`config.mk`:
```
export PLATFORM = sky130hd
export DESIGN_NAME = gshare_ctrl
export DESIGN_NICKNAME = d
export VERILOG_FILES = /design/src/rtl/gshare_ctrl.sv
export SDC_FILE = /design/constraint.sdc
export NUM_CORES = 1
export LEC_CHECK = 0
export ABC_AREA = 1
export BUFFER_PORTS_ARGS = -buffer_cell sky130_fd_sc_hd__buf_2
export CAP_MARGIN = 5
export CORE_MARGIN = 1.5
export CORE_UTILIZATION = 55
export DETAILED_ROUTE_END_ITERATION = 7
export HOLD_SLACK_MARGIN = 0.03
export PLACE_DENSITY = 0.85
export SYNTH_ARGS = -nofsm -noshare
export SYNTH_HDL_FRONTEND = slang
export SYNTH_SLANG_ARGS = --single-unit
```
`constraint.sdc`:
```
create_clock -name clk_i -period 3 [get_ports clk_i]
set_input_delay 0.15 -clock clk_i [delete_from_list [all_inputs] [get_ports clk_i]]
set_output_delay 0.15 -clock clk_i [all_outputs]
set_load 0.05 [all_outputs]
```
`src/rtl/gshare_ctrl.sv`:
```
// gshare front-end controller: forms the PHT read index from PC and speculative history,
// tracks predicted branches in flight, and issues PHT updates and history repair on resolve.
module gshare_ctrl #(
    parameter int INDEX_WIDTH = 6,
    parameter int DEPTH       = 4
) (
    input  logic                   clk_i,
    input  logic                   rst_i,
    input  logic                   fetch_valid_i,
    input  logic [31:0]            fetch_pc_i,
    input  logic                   pht_pred_i,
    output logic [INDEX_WIDTH-1:0] pht_rd_index_o,
    output logic                   fetch_ready_o,
    input  logic                   resolve_valid_i,
    input  logic                   resolve_taken_i,
    input  logic                   flush_i,
    output logic                   update_en_o,
    output logic [INDEX_WIDTH-1:0] update_index_o,
    output logic                   br_taken_o,
    output logic                   mispredict_o,
    output logic [INDEX_WIDTH-1:0] ghr_spec_o
);

    localparam int PW = $clog2(DEPTH);

    logic [INDEX_WIDTH-1:0] r_ghr_spec;
    logic [INDEX_WIDTH-1:0] r_ghr_arch;
    logic [INDEX_WIDTH-1:0] r_q_idx  [DEPTH];
    logic                   r_q_pred [DEPTH];
    logic [PW:0]            r_wr_ptr;
    logic [PW:0]            r_rd_ptr;

    logic                   r_update_en;
    logic [INDEX_WIDTH-1:0] r_update_index;
    logic                   r_br_taken;
    logic                   r_mispredict;

    logic                   w_full;
    logic                   w_empty;
    logic                   w_pop;
    logic                   w_push;
    logic                   w_mispredict;
    logic [INDEX_WIDTH-1:0] w_rd_index;
    logic [INDEX_WIDTH-1:0] w_head_idx;
    logic                   w_head_pred;
    logic [INDEX_WIDTH-1:0] w_ghr_arch_next;
    logic [INDEX_WIDTH-1:0] w_ghr_spec_push;
    logic                   w_unused_pc;

    // Only the word-aligned index bits of the PC participate in the hash.
    assign w_unused_pc = ^{fetch_pc_i[31:INDEX_WIDTH+2], fetch_pc_i[1:0]};

    assign w_rd_index = fetch_pc_i[INDEX_WIDTH+1:2] ^ r_ghr_spec;

    assign w_full  = (r_wr_ptr[PW-1:0] == r_rd_ptr[PW-1:0]) && (r_wr_ptr[PW] != r_rd_ptr[PW]);
    assign w_empty = (r_wr_ptr == r_rd_ptr);

    assign w_head_idx  = r_q_idx[r_rd_ptr[PW-1:0]];
    assign w_head_pred = r_q_pred[r_rd_ptr[PW-1:0]];

    assign w_pop        = resolve_valid_i && !w_empty && !flush_i;
    assign w_mispredict = w_pop && (w_head_pred != resolve_taken_i);
    // Readiness ignores a same-cycle pop so that it never depends on resolve timing.
    assign w_push       = fetch_valid_i && !w_full && !flush_i && !w_mispredict;

    assign w_ghr_arch_next = {r_ghr_arch[INDEX_WIDTH-2:0], resolve_taken_i};
    assign w_ghr_spec_push = {r_ghr_spec[INDEX_WIDTH-2:0], pht_pred_i};

    always_ff @(posedge clk_i) begin
        if (rst_i) begin
            r_ghr_spec     <= '0;
            r_ghr_arch     <= '0;
            r_wr_ptr       <= '0;
            r_rd_ptr       <= '0;
            r_update_en    <= 1'b0;
            r_update_index <= '0;
            r_br_taken     <= 1'b0;
            r_mispredict   <= 1'b0;
        end else begin
            r_update_en  <= w_pop;
            r_mispredict <= w_mispredict;
            if (w_pop) begin
                r_update_index <= w_head_idx;
                r_br_taken     <= resolve_taken_i;
                r_ghr_arch     <= w_ghr_arch_next;
            end
            if (flush_i) begin
                r_wr_ptr   <= '0;
                r_rd_ptr   <= '0;
                r_ghr_spec <= r_ghr_arch;
            end else if (w_mispredict) begin
                // Younger entries were predicted down the wrong path; restart from committed history.
                r_wr_ptr   <= '0;
                r_rd_ptr   <= '0;
                r_ghr_spec <= w_ghr_arch_next;
            end else begin
                if (w_push) begin
                    r_wr_ptr   <= r_wr_ptr + 1'b1;
                    r_ghr_spec <= w_ghr_spec_push;
                end
                if (w_pop) begin
                    r_rd_ptr <= r_rd_ptr + 1'b1;
                end
            end
        end
    end

    // Queue payload needs no reset; occupancy is defined by the pointers alone.
    always_ff @(posedge clk_i) begin
        if (w_push) begin
            r_q_idx[r_wr_ptr[PW-1:0]]  <= w_rd_index;
            r_q_pred[r_wr_ptr[PW-1:0]] <= pht_pred_i;
        end
    end

    assign pht_rd_index_o = w_rd_index;
    assign fetch_ready_o  = !w_full;
    assign update_en_o    = r_update_en;
    assign update_index_o = r_update_index;
    assign br_taken_o     = r_br_taken;
    assign mispredict_o   = r_mispredict;
    assign ghr_spec_o     = r_ghr_spec;

endmodule
```
==> summary.md, run 1 <==
| Metric | Value |
|---|---|
| Status | `finished clean` |
| Global-route wire length before repair | `7.866 mm` |
| Power Dens Cells | `about 500 nW/um2` |
| Skew final | `10.14 ps` |
| Final setup violation count | `0` |
| Yosys cell types | `26` |
| Fillers | `368` |
| CTS hold repair buffers | `0` |
| Largest net degree at the start of global routing | `17` |
| Crit-path max FO | `15` |
| Startpoint Class | `register` |
| FF+latch area | `1401 um2` |
| Vias in the first global route | `1,735` |
| Die width | `70.76 um` |
| # rows | `24` |
| Clk pin slew, worst setup/hold paths | `approximately 100 ps` |
| Most used flip-flop cell after synthesis | `edfxtp_1` |
| Yosys warns | `0` |
| Area Growth Syn to Fin | `12.98%` |
| Worst Path Arrival | `roughly 2100 ps` |
| Via count | `1,936` |
| Layout cells sized above 1 | `0.2000` |
| CTS tree | `done` |
| Drt first pass iters | `6` |
| Routability cong. | `0.8312` |
| Hpwl dp | `3.540 mm` |
| Final instance area | `2853 um2` |
| DIE AREA | `5006 um2` |
| Core area | `4384 um2` |
| LEAKAGE | `approximately 1.3 nW` |
| Total Power | `1.418 mW` |
| DRT iter0 DRCs | `104` |
| Critical path class | `register to register` |
| Port Buffers | `34` |
| # resized after CTS | `0` |
| Commonest non-fill, non-tap cell in the layout | `nand2_1` |
| Syn_area_per_cell | `9.148 um2` |
| Final net count | `358` |
| Dpl cell area | `about 2800 um2` |
| Most frequent cells in the layout | `nand2_1, buf_2, dfxtp_1, edfxtp_1, nor2_1` |
| Peak VDD IR | `~0.00027 V` |
| F_max | `roughly 490 MHz` |
| Post-Synthesis Cells | `276` |
| Pre-CTS setup slack | `995.5 ps` |
| Mean routed wirelength per cell | `roughly 13 um` |
| Maxcap violations | `0` |
| Tmin final | `2031 ps` |
| Worst-Skew Late Latency | `310 ps` |
| Area of the multi-input gates | `~1000 um2` |
| H-tree depth | `2` |
| Num CTS Buffers | `5` |
| WP data required | `3070 ps` |
| Share of async-settable or async-resettable flops after synthesis | `0` |
| Mapped Nets | `between 300 and 400` |
| Postcts setup bufs | `0` |
| # IOs | `61` |
| Synth top area cells | `edfxtp_1, dfxtp_1, nand2_1, nand3_1, nor2_1` |
| Fin. Hold Viols | `0` |
| Die Ht | `70.76 um` |
| Synthesized area | `2525 um2` |
| Vias per Instance | `around 5.3` |
| Synth top area share | `0.3330` |
| Seq/Total Area, Yosys | `0.5550` |
| PnR worst setup slack | `968.9 ps` |
| Final setup TNS | `0 ps` |
| Rel. slew slack | `0.6804` |
| Overflow after GRT | `0` |
| Post-synth EDFFs | `28` |
| GRT Util Overall | `0.2015` |
| # diodes | `0` |
| Final Max Slew Viols | `0` |
| Initial Util | `0.5759` |
| Actual slew at the worst max-slew pin | `477.8 ps` |
| Sink Count | `56` |
| Post-route DRC | `0` |
| Total Routed Length | `4.848 mm` |
| Number of synthesized register bits | `56` |
| Clock tree buffer depth | `2` |
| Initial antenna violation count | `0` |
| Worst min-delay path category | `primary input to register` |
| CP endpoint kind | `register` |
| Clk root buf | `clkbuf_8` |
| Crit share post-route | `0.6770` |
| Post-route ant nets | `0` |
| RSZ-0062 raised after global routing | `no` |
| Largest area contributor in the synthesized netlist | `edfxtp_1` |
[cell usage after synthesis, types with 2 or more instances]
cell type,instances
nand2_1,70
dfxtp_1,28
edfxtp_1,28
nor2_1,27
inv_1,25
nand3_1,21
o21ai_0,14
a21oi_1,12
xor2_1,7
o22ai_1,6
ha_1,5
nand2_2,4
nand4_1,4
clkbuf_1,3
nand2_4,3
nand3_4,3
o21ai_1,3
buf_1,2
buf_4,2
inv_2,2
nor2_4,2
[layout make-up]
cell class	instances	share of cell area
clock buffer	7	0.03026
clock inverter	1	0.002632
sequential	56	0.4912
timing repair buffer	39	0.07281
multi-input combinational	185	0.3447
tap	52	0.02281
inverter	27	0.03553
[sequential cells by signal, summed over array words and instances, names as in the netlist, named ones only]
register	flops
update_en_o	1
r_q_pred	4
r_q_idx	24
r_ghr_arch	6
r_rd_ptr	3
update_index_o	6
ghr_spec_o	6
mispredict_o	1
r_wr_ptr	3
[final timing paths]
| kind | slack, ps | from | to | cells after the start |
|---|---|---|---|---|
| setup / recovery | 970 | r_rd_ptr[1]$_SDFFE_PP0P_ | r_q_pred[3]$_DFFE_PP_ | 10 |
| hold / removal | 60 | pht_pred_i | r_q_pred[1]$_DFFE_PP_ | 1 |
| setup reg to reg | 970 | r_rd_ptr[1]$_SDFFE_PP0P_ | r_q_pred[3]$_DFFE_PP_ | 10 |
| hold reg to reg | 470 | update_index_o[0]$_SDFFE_PP0P_ | update_index_o[0]$_SDFFE_PP0P_ | 2 |
[critical path, stage by stage (launching register included)]
cell and delay, ps:
dfxtp_1 590, inv_2 150, nand2_2 90, nand2_2 70, nand3_4 90, nand3_4 190
nor2_4 230, nor2_4 70, nand2_4 90, nor2_1 50, buf_4 160
[power by group]
part,switching [mW],internal (mW),total [mW]
Clock,0.230,0.188,0.418
Sequential,0.0100,0.823,0.833
Combinational,0.126,0.0412,0.168
[per-layer routing]
metal,vias to the layer above,part of all wire,global-route usage
li1,982,-,-
met2,44,0.49,0.3313
met3,12,0.044,0.03276
met4,0,0.021,0.09224
met5,-,0,0
met1,898,0.45,0.2629
[cells by family after synthesis]
family / count (synthesis) / synth area share
flip-flops: 56 / 0.5550
buffers and inverters: 35 / 0.05550
XOR/XNOR: 7 / 0.02428
AND/OR/NAND/NOR: 137 / 0.2646
AO/OA/AOI/OAI: 36 / 0.07582
adder cells (fa/ha/maj): 5 / 0.02478
[through the flow]
step,instances,hold slack [ps],utilization
after floorplan,276,248.9,-
after global placement,359,383.5,0.6293
after detailed placement,359,386.9,0.6293
after CTS,367,60.98,0.6507
after global routing,367,61.14,0.6507
final,367,63.65,0.6507
No activity file was read; power rests on OpenSTA's default activity.
==> run 2, diff against run 1 <==
ABC_AREA = 0   (was 1)
CORE_UTILIZATION = 52   (was 55)
PLACE_DENSITY = 0.82   (was 0.85)
clock period = 2 ns   (was 3 ns; I/O delays follow)
==> summary.md, run 2 <==
| Metric | Value |
|---|---|
| Number of synthesized register bits | `56 (unchanged)` |
| Max reg flops | `24 (unchanged)` |
| Die Ht | `69.83 um (was 70.76 um)` |
| Total Routed Length | `4.476 mm (was 4.848 mm)` |
| Area Growth Syn to Fin | `20.10% (was 12.98%)` |
| F_max | `493.5 MHz (was 492.4 MHz)` |
| Clk pin slew, worst setup/hold paths | `90 ps (was 100 ps)` |
| Final Max Slew Viols | `0 (unchanged)` |
| Mapped Nets | `219 (was 320)` |
| Crit share post-route | `1.013 (was 0.6770)` |
| Actual slew at the worst max-slew pin | `402.8 ps (was 477.8 ps)` |
| Worst-Skew Late Latency | `300 ps (was 310 ps)` |
| Cell mode on critical path | `buf_6` |
| Pre-CTS setup slack | `-48.28 ps (was 995.5 ps)` |
| CTS tree | `done (unchanged)` |
| Total Power | `2.086 mW (was 1.418 mW)` |
| Post-layout util | `0.6450 (was 0.6507)` |
| Largest area contributor in the synthesized netlist | `edfxtp_1 (unchanged)` |
| Fin. Hold Viols | `0 (unchanged)` |
| Fillers | `359 (was 368)` |
| Register share of total power | `0.599 (was 0.587)` |
| Crit-path max FO | `7 (was 15)` |
| Via count | `1,530 (was 1,936)` |
| Routability cong. | `0.8896 (was 0.8312)` |
| Final setup TNS | `-439.6 ps (was 0 ps)` |
| Final setup violation count | `25 (was 0)` |
| Maxcap violations | `0 (unchanged)` |
| Power Dens Cells | `748.1 nW/um2 (was 497.1 nW/um2)` |
| H-tree depth | `2 (unchanged)` |
| Port Buffers | `34 (unchanged)` |
| Switching pwr | `526.3 uW (was 366.4 uW)` |
| Vias in the first global route | `1,516 (was 1,735)` |
| GRT Util Overall | `0.1954 (was 0.2015)` |
| Core area | `4324 um2 (was 4384 um2)` |
| Post-route DRC | `0 (unchanged)` |
| RSZ-0062 raised after global routing | `yes (was no)` |
| Logic pwr share | `0.123 (was 0.118)` |
| Rel. slew slack | `0.7305 (was 0.6804)` |
| Global-route wire length before repair | `7.203 mm (was 7.866 mm)` |
| Worst Path Arrival | `2060 ps (was 2100 ps)` |
| Critical path class | `register to register (unchanged)` |
| Yosys warns | `0 (unchanged)` |
| Post-Synthesis Cells | `175 (was 276)` |
| WP data required | `2030 ps (was 3070 ps)` |
| Synth top area share | `0.3621 (was 0.3330)` |
| Synthesized area | `2322 um2 (was 2525 um2)` |
| # diodes | `0 (unchanged)` |
| Post-route ant nets | `0 (unchanged)` |
| Cells traversed along the worst timing path | `mux4_2 -> xor2_2 -> a21oi_2 -> buf_6 -> and3_4 -> buf_6 (was inv_2 -> nand2_2 -> nand2_2 -> nand3_4 -> nand3_4 -> nor2_4 -> nor2_4 -> nand2_4 -> nor2_1 -> buf_4)` |
| Seq/Total Area, Yosys | `0.6034 (was 0.5550)` |
| Startpoint Class | `register (unchanged)` |
| PnR worst setup slack | `-26.18 ps (was 968.9 ps)` |
| Clk root buf | `clkbuf_8 (unchanged)` |
| Post-synth EDFFs | `28 (unchanged)` |
| Drt first pass iters | `4 (was 6)` |
| Overflow after GRT | `0 (unchanged)` |
| Syn_area_per_cell | `13.27 um2 (was 9.148 um2)` |
| Failing checks | `negative setup slack` |
| Synth top area cells | `edfxtp_1, dfxtp_1, mux4_2, mux2i_1, xor2_1 (was edfxtp_1, dfxtp_1, nand2_1, nand3_1, nor2_1)` |
| Initial antenna violation count | `0 (unchanged)` |
| Top cells by count, synth | `dfxtp_1, edfxtp_1, mux2i_1, nor2_1, xor2_1 (was nand2_1, dfxtp_1, edfxtp_1, nor2_1, inv_1)` |
| Num CTS Buffers | `5 (unchanged)` |
| # IOs | `61 (unchanged)` |
| Final instance area | `2789 um2 (was 2853 um2)` |
| Layout cells sized above 1 | `0.3319 (was 0.2000)` |
| Mean routed wirelength per cell | `16.10 um (was 13.21 um)` |
| Clk pwr share | `0.278 (was 0.295)` |
| Initial Util | `0.5370 (was 0.5759)` |
| Peak VDD IR | `0.0004950 V (was 0.0002717 V)` |
| Commonest non-fill, non-tap cell in the layout | `buf_2 (was nand2_1)` |
| LEAKAGE | `1.099 nW (was 1.269 nW)` |
| Switching Fraction | `0.2523 (was 0.2583)` |
| Worst min-delay path category | `primary input to register (unchanged)` |
| Die width | `69.83 um (was 70.76 um)` |
| Internal power | `1.560 mW (was 1.052 mW)` |
| Most frequent cells in the layout | `buf_2, edfxtp_1, dfxtp_1 (was nand2_1, buf_2, dfxtp_1, edfxtp_1, nor2_1)` |
| Yosys cell types | `29 (was 26)` |
| Dpl cell area | `2625 um2 (was 2759 um2)` |
| Tmin final | `2026 ps (was 2031 ps)` |
| CP endpoint kind | `register (unchanged)` |
| Clock tree buffer depth | `2 (unchanged)` |
| CTS hold repair buffers | `0 (unchanged)` |
| DIE AREA | `4876 um2 (was 5006 um2)` |
| Share of async-settable or async-resettable flops after synthesis | `0 (unchanged)` |
| Skew final | `2.998 ps (was 10.14 ps)` |
| Most used flip-flop cell after synthesis | `edfxtp_1 (unchanged)` |
| # rows | `24 (unchanged)` |
| DRT iter0 DRCs | `46 (was 104)` |
| Status | `finished with violations (was finished clean)` |
| Largest net degree at the start of global routing | `20 (was 17)` |
| Final net count | `269 (was 358)` |
| Slowest stage delay, CP | `550 ps (was 590 ps)` |
| Sink Count | `56 (unchanged)` |
| Vias per Instance | `5.504 (was 5.275)` |
| Hpwl dp | `3.315 mm (was 3.540 mm)` |
| Crit-path slowest cell | `mux4_2 (was dfxtp_1)` |
run 2: cell types whose count changed after synthesis, sizes merged, moves of 7 or more:
cell,before,now
inv,27,5
mux2i,0,13
mux4,0,7
nand2,77,5
nand3,24,0
nor2,30,13
o21ai,17,5
run 2: per-layer routing:
metal / GRT usage / vias to the layer above / share of wire
li1: - / 743 / -
met1: 0.2436 / 740 / 0.42
met2: 0.3439 / 38 / 0.53
met3: 0.03924 / 9 / 0.037
met4: 0.05769 / 0 / 0.013
met5: 0 / - / 0
run 2: final cells by class:
cell class	count	area (um2)	share of cell area
Clock buffer	6	72.57	0.02602
Clock inverter	2	11.26	0.004038
Inverter	5	18.77	0.006729
Multi-Input combinational cell	104	879.6	0.3154
Sequential cell	56	1403	0.5029
Tap cell	52	65.06	0.02333
Timing Repair Buffer	53	339.1	0.1216
run 2: cell families (layout without fill, tap and decap cells):
logic type | Yosys count | in the layout | share of synthesized area
and+or+nand+nor | 33 | 33 | 0.06628
muxes | 20 | 20 | 0.1239
DFF | 56 | 56 | 0.6035
AOI/OAI and AO/OA | 31 | 31 | 0.08890
xor gates and xnor gates | 15 | 15 | 0.05657
buffers and inverters | 15 | 66 | 0.03394
adders and majority gates | 5 | 5 | 0.02694
run 2: what timing repair did:
item | 4_1_cts | 5_1_grt
gates resized for setup | 11 | 5
endpoints found under the setup margin | 30 | 34
buffers inserted | 1 | 1
endpoints found under the hold margin | 0 | 0
pin swaps | 4 | 0
run 2: worst paths after layout:
path / from / to / slack [ps] / depth (start not counted)
hold / removal: pht_pred_i / r_q_pred[0]$_DFFE_PP_ / 70 / 1
setup reg to reg: r_q_pred[2]$_DFFE_PP_ / r_q_idx[3][5]$_DFFE_PP_ / -30 / 6
hold reg to reg: update_index_o[3]$_SDFFE_PP0P_ / update_index_o[3]$_SDFFE_PP0P_ / 490 / 2
setup / recovery: r_q_pred[2]$_DFFE_PP_ / r_q_idx[3][5]$_DFFE_PP_ / -30 / 6
run 2: critical path: cells and delay by family, from the launching register on:
kind | cells | cell delay [ps]
multiplexers | 1 | 550
flip-flops | 1 | 390
buffers and inverters | 2 | 260
XOR/XNOR | 1 | 220
AND/OR/NAND/NOR | 1 | 190
AO/OA/AOI/OAI | 1 | 140
run 2: stage by stage:
step	std cells	hold WS (ps)
global placement	268	370.6
global route	278	62.69
finish	278	66.81
detailed placement	268	381.1
floorplan	175	198.9
CTS	277	62.27
run 2: power groups by stage:
| stage | Clock (mW) | Combinational (mW) | Sequential (mW) |
|---|---|---|---|
| 6_report | 0.581 | 0.256 | 1.25 |
| 3_5_place_dp | 0 | 0.243 | 1.28 |
| 5_1_grt | 0.645 | 0.274 | 1.25 |
| 2_1_floorplan | 0 | 0.139 | 1.31 |
| 4_1_cts | 0.599 | 0.250 | 1.25 |
| 3_3_place_gp | 0 | 0.238 | 1.27 |
==> run 3, diff against run 2 <==
PLACE_DENSITY = 0.86   (was 0.82)
==> summary.md, run 3 (same netlist as run 2, synthesis figures left out) <==
| Metric | Value |
|---|---|
| Initial Util | `0.5370 (unchanged)` |
| Crit-path slowest cell | `mux4_2 (unchanged)` |
| Layout cells sized above 1 | `0.3167 (was 0.3319)` |
| Final setup violation count | `0 (was 25)` |
| Routability cong. | `0.7894 (was 0.8896)` |
| Die width | `69.83 um (unchanged)` |
| Final setup TNS | `0 ps (was -439.6 ps)` |
| Status | `finished clean (was finished with violations)` |
| Worst min-delay path category | `primary input to register (unchanged)` |
| Worst R2R Start | `r_q_pred[2]$_DFFE_PP_ (unchanged)` |
| DRT iter0 DRCs | `110 (was 46)` |
| Drt first pass iters | `4 (unchanged)` |
| CP endpoint kind | `register (unchanged)` |
| DIE AREA | `4876 um2 (unchanged)` |
| Fin. Hold Viols | `0 (unchanged)` |
| Sink Count | `56 (unchanged)` |
| Critical path's top delay family | `multiplexers (unchanged)` |
| HP Start | `pht_pred_i (unchanged)` |
| Clock tree buffer depth | `2 (unchanged)` |
| Slowest stage delay, CP | `530 ps (was 550 ps)` |
| Reg2reg setup slack | `3 ps (was -30 ps)` |
| CTS tree | `done (unchanged)` |
| Worst Path Arrival | `2030 ps (was 2060 ps)` |
| # rows | `24 (unchanged)` |
| # IOs | `61 (unchanged)` |
| Post-route ant nets | `0 (unchanged)` |
| Peak VDD IR | `0.0004659 V (was 0.0004950 V)` |
| F_max | `500.8 MHz (was 493.5 MHz)` |
| Crit share post-route | `0.9985 (was 1.013)` |
| Clk pin slew, worst setup/hold paths | `90 ps (about the same)` |
| WP buf/inv | `2 (unchanged)` |
| Fillers | `342 (was 359)` |
| # diodes | `0 (unchanged)` |
| Final Max Slew Viols | `0 (unchanged)` |
| H-tree depth | `2 (unchanged)` |
| Hold Path Depth | `1 (unchanged)` |
| Maxcap violations | `0 (unchanged)` |
| Commonest non-fill, non-tap cell in the layout | `buf_2 (unchanged)` |
| Via count | `1,534 (was 1,530)` |
| Startpoint Class | `register (unchanged)` |
| Post-route DRC | `0 (unchanged)` |
| Num CTS Buffers | `5 (unchanged)` |
| Rel. slew slack | `0.7369 (was 0.7305)` |
| Vias in the first global route | `1,515 (was 1,516)` |
| Final net count | `264 (was 269)` |
| Crit-path max FO | `7 (unchanged)` |
| Vias per Instance | `5.619 (was 5.504)` |
| Mean routed wirelength per cell | `16.95 um (was 16.10 um)` |
| Dpl cell area | `2633 um2 (was 2625 um2)` |
| Hpwl dp | `3.256 mm (was 3.315 mm)` |
| FF+latch area | `1403 um2 (unchanged)` |
| Tmin final | `1997 ps (was 2026 ps)` |
| Reg2reg path depth | `6 (unchanged)` |
| Hold EP | `r_q_pred[2]$_DFFE_PP_ (was r_q_pred[0]$_DFFE_PP_)` |
| Worst R2R End | `r_q_pred[0]$_DFFE_PP_ (was r_q_idx[3][5]$_DFFE_PP_)` |
| Die Ht | `69.83 um (unchanged)` |
| Final instance area | `2789 um2 (unchanged)` |
| WP data required | `2030 ps (about the same)` |
| Worst-Skew Late Latency | `310 ps (was 300 ps)` |
| Actual slew at the worst max-slew pin | `394.6 ps (was 402.8 ps)` |
| LEAKAGE | `1.093 nW (was 1.099 nW)` |
| Area of the multi-input gates | `874.6 um2 (was 879.6 um2)` |
| Total Power | `2.216 mW (was 2.086 mW)` |
| Largest net degree at the start of global routing | `20 (unchanged)` |
| Post-layout util | `0.6450 (unchanged)` |
| Most frequent cells in the layout | `buf_2, edfxtp_1, dfxtp_1 (unchanged)` |
| Cells traversed along the worst timing path | `mux4_2 -> xor2_2 -> a21oi_2 -> buf_6 -> and3_4 -> buf_12 (was mux4_2 -> xor2_2 -> a21oi_2 -> buf_6 -> and3_4 -> buf_6)` |
| Initial antenna violation count | `0 (unchanged)` |
| Critical path class | `register to register (unchanged)` |
| Core area | `4324 um2 (unchanged)` |
| Skew final | `6.877 ps (was 2.998 ps)` |
| Power Dens Cells | `794.6 nW/um2 (was 748.1 nW/um2)` |
| Total Routed Length | `4.626 mm (was 4.476 mm)` |
| Area Growth Syn to Fin | `20.10% (unchanged)` |
| Max reg flops | `24 (unchanged)` |
| Port Buffers | `34 (unchanged)` |
| RSZ-0062 raised after global routing | `yes (unchanged)` |
| Global-route wire length before repair | `7.431 mm (was 7.203 mm)` |
| Overflow after GRT | `0 (unchanged)` |
| Clk root buf | `clkbuf_8 (unchanged)` |
| GRT Util Overall | `0.2001 (was 0.1954)` |
[run 3: changes by cell type in the layout (fill, tap and decap cells not counted), sizes merged]
cell,before,now
bufinv,0,1
buf,53,48
clkinvlp,1,0
[run 3: repair_timing]
item / in CTS / in global routing
pin swaps: 1 / 1
endpoints found under the setup margin: 26 / 34
hold buffers: 0 / 0
buffers inserted: 1 / 0
gates resized for setup: 5 / 5
[run 3: worst max-delay path by stage]
stage                               start                      end  slack [ps]  depth (start not counted)
CTS                              register    r_q_pred[0]$_DFFE_PP_           3                          6
floorplan                        register  r_q_idx[1][0]$_DFFE_PP_          50                          5
global placement    r_q_pred[3]$_DFFE_PP_  r_q_idx[2][1]$_DFFE_PP_          -7                          6
finish              r_q_pred[2]$_DFFE_PP_    r_q_pred[0]$_DFFE_PP_           3                          6
detailed placement  r_q_pred[2]$_DFFE_PP_    r_q_pred[0]$_DFFE_PP_         -20                          6
global route        r_q_pred[0]$_DFFE_PP_    r_q_pred[0]$_DFFE_PP_         -60                          6
[run 3: power by group]
| part | switching (mW) | total [mW] | internal (mW) |
|---|---|---|---|
| logic | 0.173 | 0.253 | 0.0804 |
| clock network | 0.341 | 0.712 | 0.372 |
| registers | 0.0163 | 1.25 | 1.23 |
| total | 0.530 | 2.22 | 1.69 |
[run 3: metrics by stage]
stage / std cells / hold slack (ps) / setup WS [ps]
after detailed placement: 264 / 377.9 / -24.08
after global routing: 273 / 72.63 / -61.10
after CTS: 273 / 63.79 / 2.564
final: 273 / 73.53 / 3.094
after floorplan: 175 / 198.9 / 46.85
after global placement: 264 / 368.2 / -6.623
[run 3: layer usage]
layer / share of wire / GRT usage / wire length [um]
met5: 0 / 0 / 0
met4: 0.026 / 0.06624 / 120
met3: 0.048 / 0.05087 / 223
met2: 0.50 / 0.3312 / 2329
met1: 0.42 / 0.2581 / 1953
[run 3: layout make-up]
| cell class | instances | area share |
|---|---|---|
| Clock buffer | 6 | 0.02602 |
| Clock inverter | 2 | 0.01256 |
| Inverter | 5 | 0.006729 |
| Multi-Input combinational cell | 104 | 0.3136 |
| Sequential cell | 56 | 0.5029 |
| Tap cell | 52 | 0.02333 |
| Timing Repair Buffer | 48 | 0.1148 |
